**src/rtl/sram_pkg.sv**
```systemverilog
// Shared types and address helpers for the parametrised narrow-SRAM controller.
package sram_pkg;

    typedef enum logic [1:0] {IDLE, BEAT, DONE} state_t;
    typedef enum logic {OP_RD, OP_WR} op_t;

    function automatic int beats(input int data_w, input int sram_dw);
        return data_w / sram_dw;
    endfunction

    function automatic int byte_shift(input int data_w);
        return $clog2(data_w / 8);
    endfunction

    // Addresses below the base wrap through unsigned subtraction; the caller truncates.
    function automatic logic [31:0] word_index(input logic [31:0] addr,
                                               input logic [31:0] base,
                                               input int          shift);
        return (addr - base) >> shift;
    endfunction

endpackage

```
**src/rtl/sram_ctrl_param_timer.sv**
```systemverilog
// Beat timer: cnt runs 0..WAIT_CYC inside each beat, beat runs 0..N-1 per access.
module sram_beat_timer #(
    parameter int N        = 2,
    parameter int WAIT_CYC = 1,
    parameter int BW       = 1
) (
    input  logic          clk,
    input  logic          rst,
    input  logic          i_start,
    input  logic          i_run,
    output logic [BW-1:0] o_beat,
    output logic          o_beat_last,
    output logic          o_access_last
);

    logic [3:0]    r_cnt;
    logic [BW-1:0] r_beat;
    logic          w_beat_last;
    logic          w_access_last;

    assign w_beat_last   = (r_cnt == 4'(WAIT_CYC));
    assign w_access_last = w_beat_last && (r_beat == BW'(N - 1));

    always_ff @(posedge clk) begin
        if (rst || i_start) begin
            r_cnt  <= 4'd0;
            r_beat <= '0;
        end else if (i_run) begin
            if (w_beat_last) begin
                r_cnt <= 4'd0;
                if (!w_access_last) r_beat <= r_beat + BW'(1);
            end else begin
                r_cnt <= r_cnt + 4'd1;
            end
        end
    end

    assign o_beat        = r_beat;
    assign o_beat_last   = w_beat_last;
    assign o_access_last = w_access_last;

endmodule

```
**src/rtl/sram_ctrl_param.sv**
```systemverilog
// Splits one DATA_W access into N narrow SRAM beats and freezes the pipeline meanwhile.
//   state | meaning
//   IDLE  | waiting; a request latches op/word/wdata and freezes this same cycle
//   BEAT  | driving SRAM beats, WAIT_CYC+1 cycles each
//   DONE  | one cycle with ready=1, rdata valid after a read
module sram_ctrl_param
    import sram_pkg::*;
#(
    parameter int DATA_W    = 32,
    parameter int SRAM_DW   = 16,
    parameter int SRAM_AW   = 18,
    parameter int WAIT_CYC  = 1,
    parameter int BASE_ADDR = 1024
) (
    input  logic               clk,
    input  logic               rst,
    input  logic               rd_en,
    input  logic               wr_en,
    input  logic [31:0]        address,
    input  logic [DATA_W-1:0]  wdata,
    output logic [DATA_W-1:0]  rdata,
    output logic               ready,
    output logic [SRAM_AW-1:0] sram_addr,
    output logic [SRAM_DW-1:0] sram_dq_o,
    input  logic [SRAM_DW-1:0] sram_dq_i,
    output logic               sram_dq_oe,
    output logic               sram_we_n
);

    localparam int N          = beats(DATA_W, SRAM_DW);
    localparam int BYTE_SHIFT = byte_shift(DATA_W);
    localparam int BW         = (N > 1) ? $clog2(N) : 1;

    state_t            r_state, w_next;
    op_t               r_op;
    logic [31:0]       r_word;
    logic [DATA_W-1:0] r_wdata;
    logic [DATA_W-1:0] r_rdata;
    logic              w_req;
    logic              w_start;
    logic              w_wr_beat;
    logic [BW-1:0]     w_beat;
    logic              w_beat_last;
    logic              w_access_last;

    assign w_req     = rd_en | wr_en;
    assign w_start   = (r_state == IDLE) && w_req;
    assign w_wr_beat = (r_state == BEAT) && (r_op == OP_WR);

    sram_beat_timer #(
        .N        (N),
        .WAIT_CYC (WAIT_CYC),
        .BW       (BW)
    ) u_timer (
        .clk           (clk),
        .rst           (rst),
        .i_start       (w_start),
        .i_run         (r_state == BEAT),
        .o_beat        (w_beat),
        .o_beat_last   (w_beat_last),
        .o_access_last (w_access_last)
    );

    always_ff @(posedge clk) begin
        if (rst) r_state <= IDLE;
        else     r_state <= w_next;
    end

    always_comb begin
        w_next = r_state;
        ready  = 1'b0;
        case (r_state)
            IDLE: begin
                ready = !w_req;
                if (w_req) w_next = BEAT;
            end
            BEAT: if (w_access_last) w_next = DONE;
            DONE: begin
                ready  = 1'b1;
                w_next = IDLE;
            end
            default: w_next = IDLE;
        endcase
    end

    // Write wins when both enables are high.
    always_ff @(posedge clk) begin
        if (rst) begin
            r_op    <= OP_RD;
            r_word  <= '0;
            r_wdata <= '0;
            r_rdata <= '0;
        end else begin
            if (w_start) begin
                r_op    <= wr_en ? OP_WR : OP_RD;
                r_word  <= word_index(address, 32'(BASE_ADDR), BYTE_SHIFT);
                r_wdata <= wdata;
            end
            if ((r_state == BEAT) && (r_op == OP_RD) && w_beat_last)
                r_rdata[int'(w_beat)*SRAM_DW +: SRAM_DW] <= sram_dq_i;
        end
    end

    // Truncation to SRAM_AW gives the modulo wrap of the word index.
    assign sram_addr  = SRAM_AW'(r_word * 32'(N)) + SRAM_AW'(w_beat);
    assign sram_dq_o  = w_wr_beat ? r_wdata[int'(w_beat)*SRAM_DW +: SRAM_DW] : '0;
    assign sram_dq_oe = w_wr_beat;
    // we_n rises in the last cycle of the beat so data is held across the edge.
    assign sram_we_n  = !(w_wr_beat && ((WAIT_CYC == 0) || !w_beat_last));
    assign rdata      = r_rdata;

endmodule
```
**config.mk**
```make
export PLATFORM = sky130hd
export DESIGN_NAME = sram_ctrl_param
export DESIGN_NICKNAME = d
export VERILOG_FILES = /design/src/rtl/sram_pkg.sv /design/src/rtl/sram_ctrl_param_timer.sv /design/src/rtl/sram_ctrl_param.sv
export SDC_FILE = /design/constraint.sdc
export NUM_CORES = 1
export LEC_CHECK = 0
export ABC_AREA = 0
export CORE_ASPECT_RATIO = 2
export CORE_MARGIN = 4
export CORE_UTILIZATION = 35
export CTS_CLUSTER_SIZE = 14
export DETAILED_ROUTE_END_ITERATION = 8
export HOLD_SLACK_MARGIN = 0.15
export PLACE_DENSITY_LB_ADDON = 0.12
export SYNTH_ARGS = -nofsm -noshare
export SYNTH_HDL_FRONTEND = slang
export SYNTH_HIERARCHICAL = 1
export SYNTH_SLANG_ARGS = --single-unit
```
**constraint.sdc**
```tcl
create_clock -name clk -period 2.49 [get_ports clk]
set_clock_uncertainty 0.2 [all_clocks]
set_input_delay 0.498 -clock clk [delete_from_list [all_inputs] [get_ports clk]]
set_output_delay 0.498 -clock clk [all_outputs]
set_load 0.1 [all_outputs]
```
==> results of run 1 <==
==> routing by layer <==
layer,vias to the layer above,share of wire (%),wire (µm),global-route usage (%)
met5,-,0,0,0
met4,0,2.5,299,8.80
met3,18,4.6,551,3.29
met2,104,56,6680,34.5
met1,1864,37,4400,20.7
li1,1908,-,-,-
==> repair_timing <==
action | CTS | global route
setup endpoints to repair | 10 | 0
buffers inserted | 1 | 0
resized for setup | 1 | 0
==> synthesized netlist by cell type (3+ instances only) <==
library cell,number,share of area [%]
dfxtp_1,89,47
a211oi_1,3,0.59
nor3b_1,3,0.59
clkbuf_1,40,3.9
nand3_1,74,9.7
buf_2,4,0.53
nor2_1,20,2.0
mux2i_1,16,4.2
a311oi_1,6,1.4
o21ai_0,76,10
a21oi_1,83,11
inv_1,5,0.49
nand2b_1,3,0.49
==> cell type report <==
cell class	instances	area share [%]
tap	137	2.90
inverter	7	0.509
antenna	1	0.0424
clock buffer	13	4.41
timing repair buffer	163	28.2
multi-input combinational	317	33.5
clock inverter	3	0.254
sequential	89	30.2
==> kinds of logic after synthesis <==
logic type                 Yosys count  share of synthesized area, %
muxes                               18                          4.79
and+or+nand+nor                    121                          17.2
DFF                                 89                          46.7
buffers and inverters               55                          5.84
adders and majority gates            1                         0.328
AOI/OAI and AO/OA                  175                          24.6
xor gates and xnor gates             2                         0.460
==> registers in the layout (all words and copies together), names as in the netlist <==
| name | flops |
|---|---|
| r_op | 1 |
| u_timer/r_cnt | 4 |
| r_state | 2 |
| u_timer/o_beat | 1 |
| rdata | 32 |
| r_word | 17 |
| r_wdata | 32 |
==> power by group through the flow <==
| stage | combinational [µW] | sequential [µW] | clock (µW) |
|---|---|---|---|
| finish | 749 | 1530 | 1260 |
| global placement | 745 | 1560 | 0 |
| floorplan | 279 | 1760 | 0 |
| CTS | 756 | 1530 | 1300 |
| global route | 796 | 1540 | 1340 |
| detailed placement | 752 | 1560 | 0 |
==> stage by stage <==
stage	std cells	hold slack (ns)	utilization (%)	total power, µW	area [µm²]
floorplan	461	0.253	-	2040	3970
global placement	712	0.261	52.9	2310	5610
detailed placement	712	0.267	52.9	2320	5610
CTS	729	0.276	55.6	3590	5900
global route	730	0.292	55.6	3680	5900
finish	730	0.273	55.6	3540	5900
==> final timing paths <==
path                            startpoint      endpoint  slack [ns]  cells after the start
worst max-delay path            r_state[1]  sram_dq_o[3]        0.16                      5
worst min-delay path            r_wdata[7]    r_wdata[7]        0.27                      2
worst max register to register  r_state[0]      rdata[4]        0.41                      5
worst min register to register  r_wdata[7]    r_wdata[7]        0.27                      2
==> worst max-delay path, delay by kind of cell (launching register included) <==
family | cells | cell delay (ns)
buffers and inverters | 2 | 0.42
DFF | 1 | 0.38
and+or+nand+nor | 3 | 0.49
==> metrics.md, run 1 <==
| Metric | Value |
|---|---|
| Run status | `complete, no violations` |
| Standby leakage power | `~0.0021 µW` |
| Pwr/cell area | `about 600 mW/mm²` |
| Unrepaired setup endpoints after global routing | `no` |
| Vert. Die Dim | `roughly 160 µm` |
| # clock sinks | `89` |
| Grt total ovfl | `0` |
| Multi-input gate area | `0.00198 mm²` |
| WL per Instance | `16.3 µm` |
| Sequential cell area fraction in the yosys report | `46.7%` |
| Cts bufs inserted | `9` |
| Die width | `81.8 µm` |
| H-tree depth | `3` |
| Number of instances in the synthesized netlist | `461` |
| Via count of the first global-routing pass | `approximately 3.8k` |
| Number of synthesized flops with an enable pin | `0` |
| Net switching power of the design | `approximately 1100 µW` |
| I/O pins | `~150` |
| Pint | `2480 µW` |
| I/O Buffers | `approximately 140` |
| Number of endpoints with negative hold slack in the final report | `0` |
| Proportion of power drawn by combinational gates | `21.2%` |
| Detailed placement HPWL | `approximately 8500 µm` |
| Max rail drop VDD | `320 µV` |
| Highest-count cells in the layout ignoring fill and taps | `88 x dfxtp_1, 83 x a21oi_1, 76 x o21ai_0` |
| Shortest clock period the worst path allows after layout | `2.33 ns` |
| Die footprint | `0.0127 mm²` |
| GRT Util Overall | `between 10% and 20%` |
| Average size of a mapped cell | `8.27 µm²` |
| Weighted congestion at the end of routability-driven global placement | `around 0.75` |
| Count of antenna-violating nets left after detailed routing | `0` |
| Area Growth Syn to Fin | `54.9%` |
| Synth unique cells | `45` |
| Switching Fraction | `between 20% and 30%` |
| Clk Latency, worst-skew pair | `0.33 ns` |
| Starting DRT DRC Count | `196` |
| Worst rel slew slack | `between 40% and 50%` |
| Initial antenna violation count | `1` |
| CP max stage delay | `between 0.3 and 0.4 ns` |
| Syn Nets | `546` |
| Total wire length | `11,900 µm` |
| Initial Utilization | `35.9%` |
| Fill cell instance count of the final layout | `between 1k and 1.5k` |
| Core Footprint | `0.0106 mm²` |
| CTS Hold Bufs | `0` |
| Timing-limited maximum frequency | `approximately 430 MHz` |
| Max clock buf depth | `2` |
| Routed via count | `3,894` |
| Commonest non-fill, non-tap cell in the layout | `dfxtp_1` |
| Clock root buffer | `clkbuf_16` |
| Worst-path cell chain | `nor2b_4, nand2_8, buf_4, nor2_4, buf_12` |
| Final number of setup-violating endpoints | `0` |
| Global-route wire length before repair | `18,700 µm` |
| Yosys reg bits | `89` |
| Element type at the critical path start | `register` |
| Clock transition time at the flip-flop clock pins of the worst setup and hold paths | `0.06 ns` |
| Post-route DRC | `0` |
| Sequential cell area | `~0.0018 mm²` |
| Post-Place Worst Slack | `-0.0769 ns` |
| Via/cell ratio | `5.33` |
| Fraction of layout instances using a drive strength above 1 | `24.0%` |
| Arrival time at the worst endpoint | `1.63 ns` |
| Max capacitance violation total | `0` |
| Portion of total power attributed to the clock network | `between 30% and 40%` |
| Max-slew violation count | `0` |
| Final Worst Setup Slack | `about 0.16 ns` |
| Required arrival time at the worst endpoint | `1.79 ns` |
| Start-to-end type of the worst setup path | `register to primary output` |
| TritonCTS clock tree | `done` |
| Cell row count | `53` |
| Fraction of registers with async set/reset | `0%` |
| Most common flop cell mapped by yosys | `dfxtp_1` |
| Cell Area, Synth | `around 0.0038 mm²` |
| Number of nets in the final layout | `672` |
| Worst Setup End Kind | `primary output` |
| Pre-antenna DRT Iters | `5` |
| Summed negative setup slack over all endpoints | `0 ns` |
| Standard cell with the maximum stage delay on the critical path | `dfxtp_1` |
| Proportion of power drawn by flip-flops and latches | `43.3%` |
| Final period util | `93.4%` |
| Largest driver fanout on the critical path | `11` |
| Synthesis warning total | `6` |
| Worst min-delay path class | `register to register` |
| Measured slew at the worst slew-check pin | `approximately 0.84 ns` |
| Largest net degree at the start of global routing | `54` |
(Power assumes the default switching activity.)
==> run 2: changes to the inputs <==
Settings changed: CTS_CLUSTER_SIZE 14 to not set, GPL_TIMING_DRIVEN set to 0.
==> run 2 against run 1 <==
  * Maximum frequency shrank 5.2%
  * Clock power grew 10%
  * Final cell count grew 2.6%
  * Critical path type is now input pin to primary output
  * Largest cell class unchanged
  * Largest power group unchanged
==> metrics.md, run 2 (synthesized netlist as in run 1, its figures left out) <==
| Metric | Value |
|---|---|
| Post-Place Worst Slack | `-1.16 ns (-1.08 ns)` |
| Summed negative setup slack over all endpoints | `0 ns (unchanged)` |
| I/O pins | `153 (unchanged)` |
| Standby leakage power | `0.00219 µW (+4.0%)` |
| Cell row count | `53 (unchanged)` |
| Pwr/cell area | `629 mW/mm² (+5.0%)` |
| H-tree depth | `3 (unchanged)` |
| GRT Util Overall | `20.0% (+1.0 points)` |
| Hold Path Sink | `rdata[1]` |
| Area Growth Syn to Fin | `52.7%` |
| R2R cell count | `6 (+1)` |
| Grt total ovfl | `0 (unchanged)` |
| Count of antenna-violating nets left after detailed routing | `0 (unchanged)` |
| Worst min-delay path class | `register to register` |
| Commonest non-fill, non-tap cell in the layout | `dfxtp_1` |
| Cts bufs inserted | `9 (unchanged)` |
| Vert. Die Dim | `156 µm (unchanged)` |
| CTS Hold Bufs | `0 (unchanged)` |
| Post-route DRC | `0 (unchanged)` |
| Largest driver fanout on the critical path | `10 (-1)` |
| Die footprint | `0.0127 mm² (unchanged)` |
| Worst Setup End Kind | `primary output` |
| Clock transition time at the flip-flop clock pins of the worst setup and hold paths | `0.07 ns (about the same)` |
| CP max stage delay | `0.45 ns (+0.07 ns)` |
| I/O Buffers | `136 (-0.73%)` |
| Diode insertion count for antenna repair | `0 (-1)` |
| Pre-antenna DRT Iters | `4 (-1)` |
| Reg-to-reg setup timing slack | `0.30 ns (-0.11 ns)` |
| Initial antenna violation count | `0 (-1)` |
| Placed cell count | `734 (+3.1%)` |
| Clock root buffer | `clkbuf_16` |
| Core utilization of the finished layout | `54.9% (-0.78 points)` |
| Worst-path cell chain | `clkdlybuf4s50_1, o21ba_2, buf_4, nor2_4, buf_8` |
| Worst rel slew slack | `33.2% (-11 points)` |
| Min-Delay Path Depth | `2 (unchanged)` |
| TritonCTS clock tree | `done` |
| Global-route wire length before repair | `19,800 µm (+5.6%)` |
| Starting DRT DRC Count | `135 (-31%)` |
| Final period util | `98.5% (+5.1 points)` |
| Detailed placement HPWL | `9660 µm (+14%)` |
| WL per Instance | `16.9 µm (+3.3%)` |
| Unrepaired setup endpoints after global routing | `yes` |
| Start-to-end type of the worst setup path | `input pin to primary output` |
| Launching point of the worst reg2reg path | `u_timer/r_cnt[0]` |
| Final number of setup-violating endpoints | `0 (unchanged)` |
| Total power consumption of the routed design | `3660 µW (+3.5%)` |
| Routed via count | `3,961 (+1.7%)` |
| Highest-count cells in the layout ignoring fill and taps | `87 x dfxtp_1, 83 x a21oi_1, 76 x o21ai_0` |
| Max rail drop VDD | `409 µV (+28%)` |
| Total wire length | `12,600 µm (+6.0%)` |
| Run status | `complete, no violations` |
| Via/cell ratio | `5.29 (-0.86%)` |
| Top cell family by delay on the critical path | `buffers and inverters` |
| Element type at the critical path start | `input pin` |
| Max clock buf depth | `2 (unchanged)` |
| Arrival time at the worst endpoint | `1.76 ns (+0.13 ns)` |
| Fraction of layout instances using a drive strength above 1 | `14.4% (-9.6 points)` |
| Shortest clock period the worst path allows after layout | `2.45 ns (+0.128 ns)` |
| Initial Utilization | `35.9% (unchanged)` |
| Post-route insts no fill | `749 (+2.6%)` |
| Clk Latency, worst-skew pair | `0.33 ns (about the same)` |
| Core Footprint | `0.0106 mm² (unchanged)` |
| Number of buffer and inverter stages on the critical path | `3 (+1)` |
| Final Worst Setup Slack | `0.0365 ns (-0.128 ns)` |
| Die width | `81.8 µm (unchanged)` |
| # clock sinks | `89 (unchanged)` |
| Worst Min Path Start | `rdata[1]` |
| Timing-limited maximum frequency | `408 MHz (-5.2%)` |
| Start point of the critical path | `wr_en` |
| Number of nets in the final layout | `692 (+3.0%)` |
| Largest net degree at the start of global routing | `15 (-72%)` |
| Max capacitance violation total | `0 (unchanged)` |
| Measured slew at the worst slew-check pin | `1.01 ns (+0.167 ns)` |
| Max-slew violation count | `0 (unchanged)` |
| Standard cell with the maximum stage delay on the critical path | `clkdlybuf4s50_1` |
| Via count of the first global-routing pass | `3,994 (+4.3%)` |
| Weighted congestion at the end of routability-driven global placement | `0.810 (+7.9%)` |
| Number of endpoints with negative hold slack in the final report | `0 (unchanged)` |
| Required arrival time at the worst endpoint | `1.79 ns (about the same)` |
| Reg-to-reg endpoint | `rdata[1]` |
[run 2: cell types whose count changed in the layout (fill, tap and decap cells not counted), sizes merged]
cell / before / now
dlygate4sd2: 0 / 50
clkbuf: 13 / 49
clkinvlp: 1 / 2
diode: 1 / 0
clkinv: 4 / 3
buf: 96 / 29
bufinv: 0 / 1
[run 2: per-stage QoR]
step           cell area, µm²  hold slack, ns
2_1_floorplan            3970           0.253
3_3_place_gp             5500           0.260
3_5_place_dp             5500           0.266
4_1_cts                  5810           0.274
5_1_grt                  5820           0.287
6_report                 5820           0.271
[run 2: worst max-delay path by stage]
stage,to,slack [ns],cells past startpoint
6_report,ready,0.04,5
5_1_grt,sram_dq_o[4],-0.004,5
4_1_cts,sram_dq_o[14],0.001,5
3_5_place_dp,ready,-1.16,6
3_3_place_gp,ready,-1.16,6
2_1_floorplan,sram_dq_o[10],0.07,5
[run 2: routing by layer]
metal | routed length (µm) | track usage, %
met5 | 0 | 0
met4 | 174 | 6.89
met3 | 600 | 2.83
met1 | 4760 | 22.0
met2 | 7110 | 37.7
[run 2: worst min-delay path, stage by stage (launching register included)]
cell and delay, ns:
dfxtp_1 0.30, o21ai_0 0.06, a21oi_1 0.06
[run 2: where the power goes]
part / switching, µW / internal (µW)
logic: 493 / 239
clock network: 557 / 833
registers: 44.6 / 1500
total: 1090 / 2570
[run 2: repair_timing]
| item | 4_1_cts | 5_1_grt |
|---|---|---|
| setup endpoints to repair | 69 | 15 |
| gates resized for setup | 196 | 5 |
| buffers inserted | 1 | 0 |
[run 2: final cells by class]
class / instances / area (µm²)
repair buffers: 137 / 1300
well taps: 137 / 171
clock buffers: 12 / 256
fillers: 1066 / 4790
multi-input cells: 317 / 1990
plain buffers: 46 / 234
flip-flops and latches: 89 / 1790
inverters: 7 / 30.0
clock inverters: 4 / 51.3
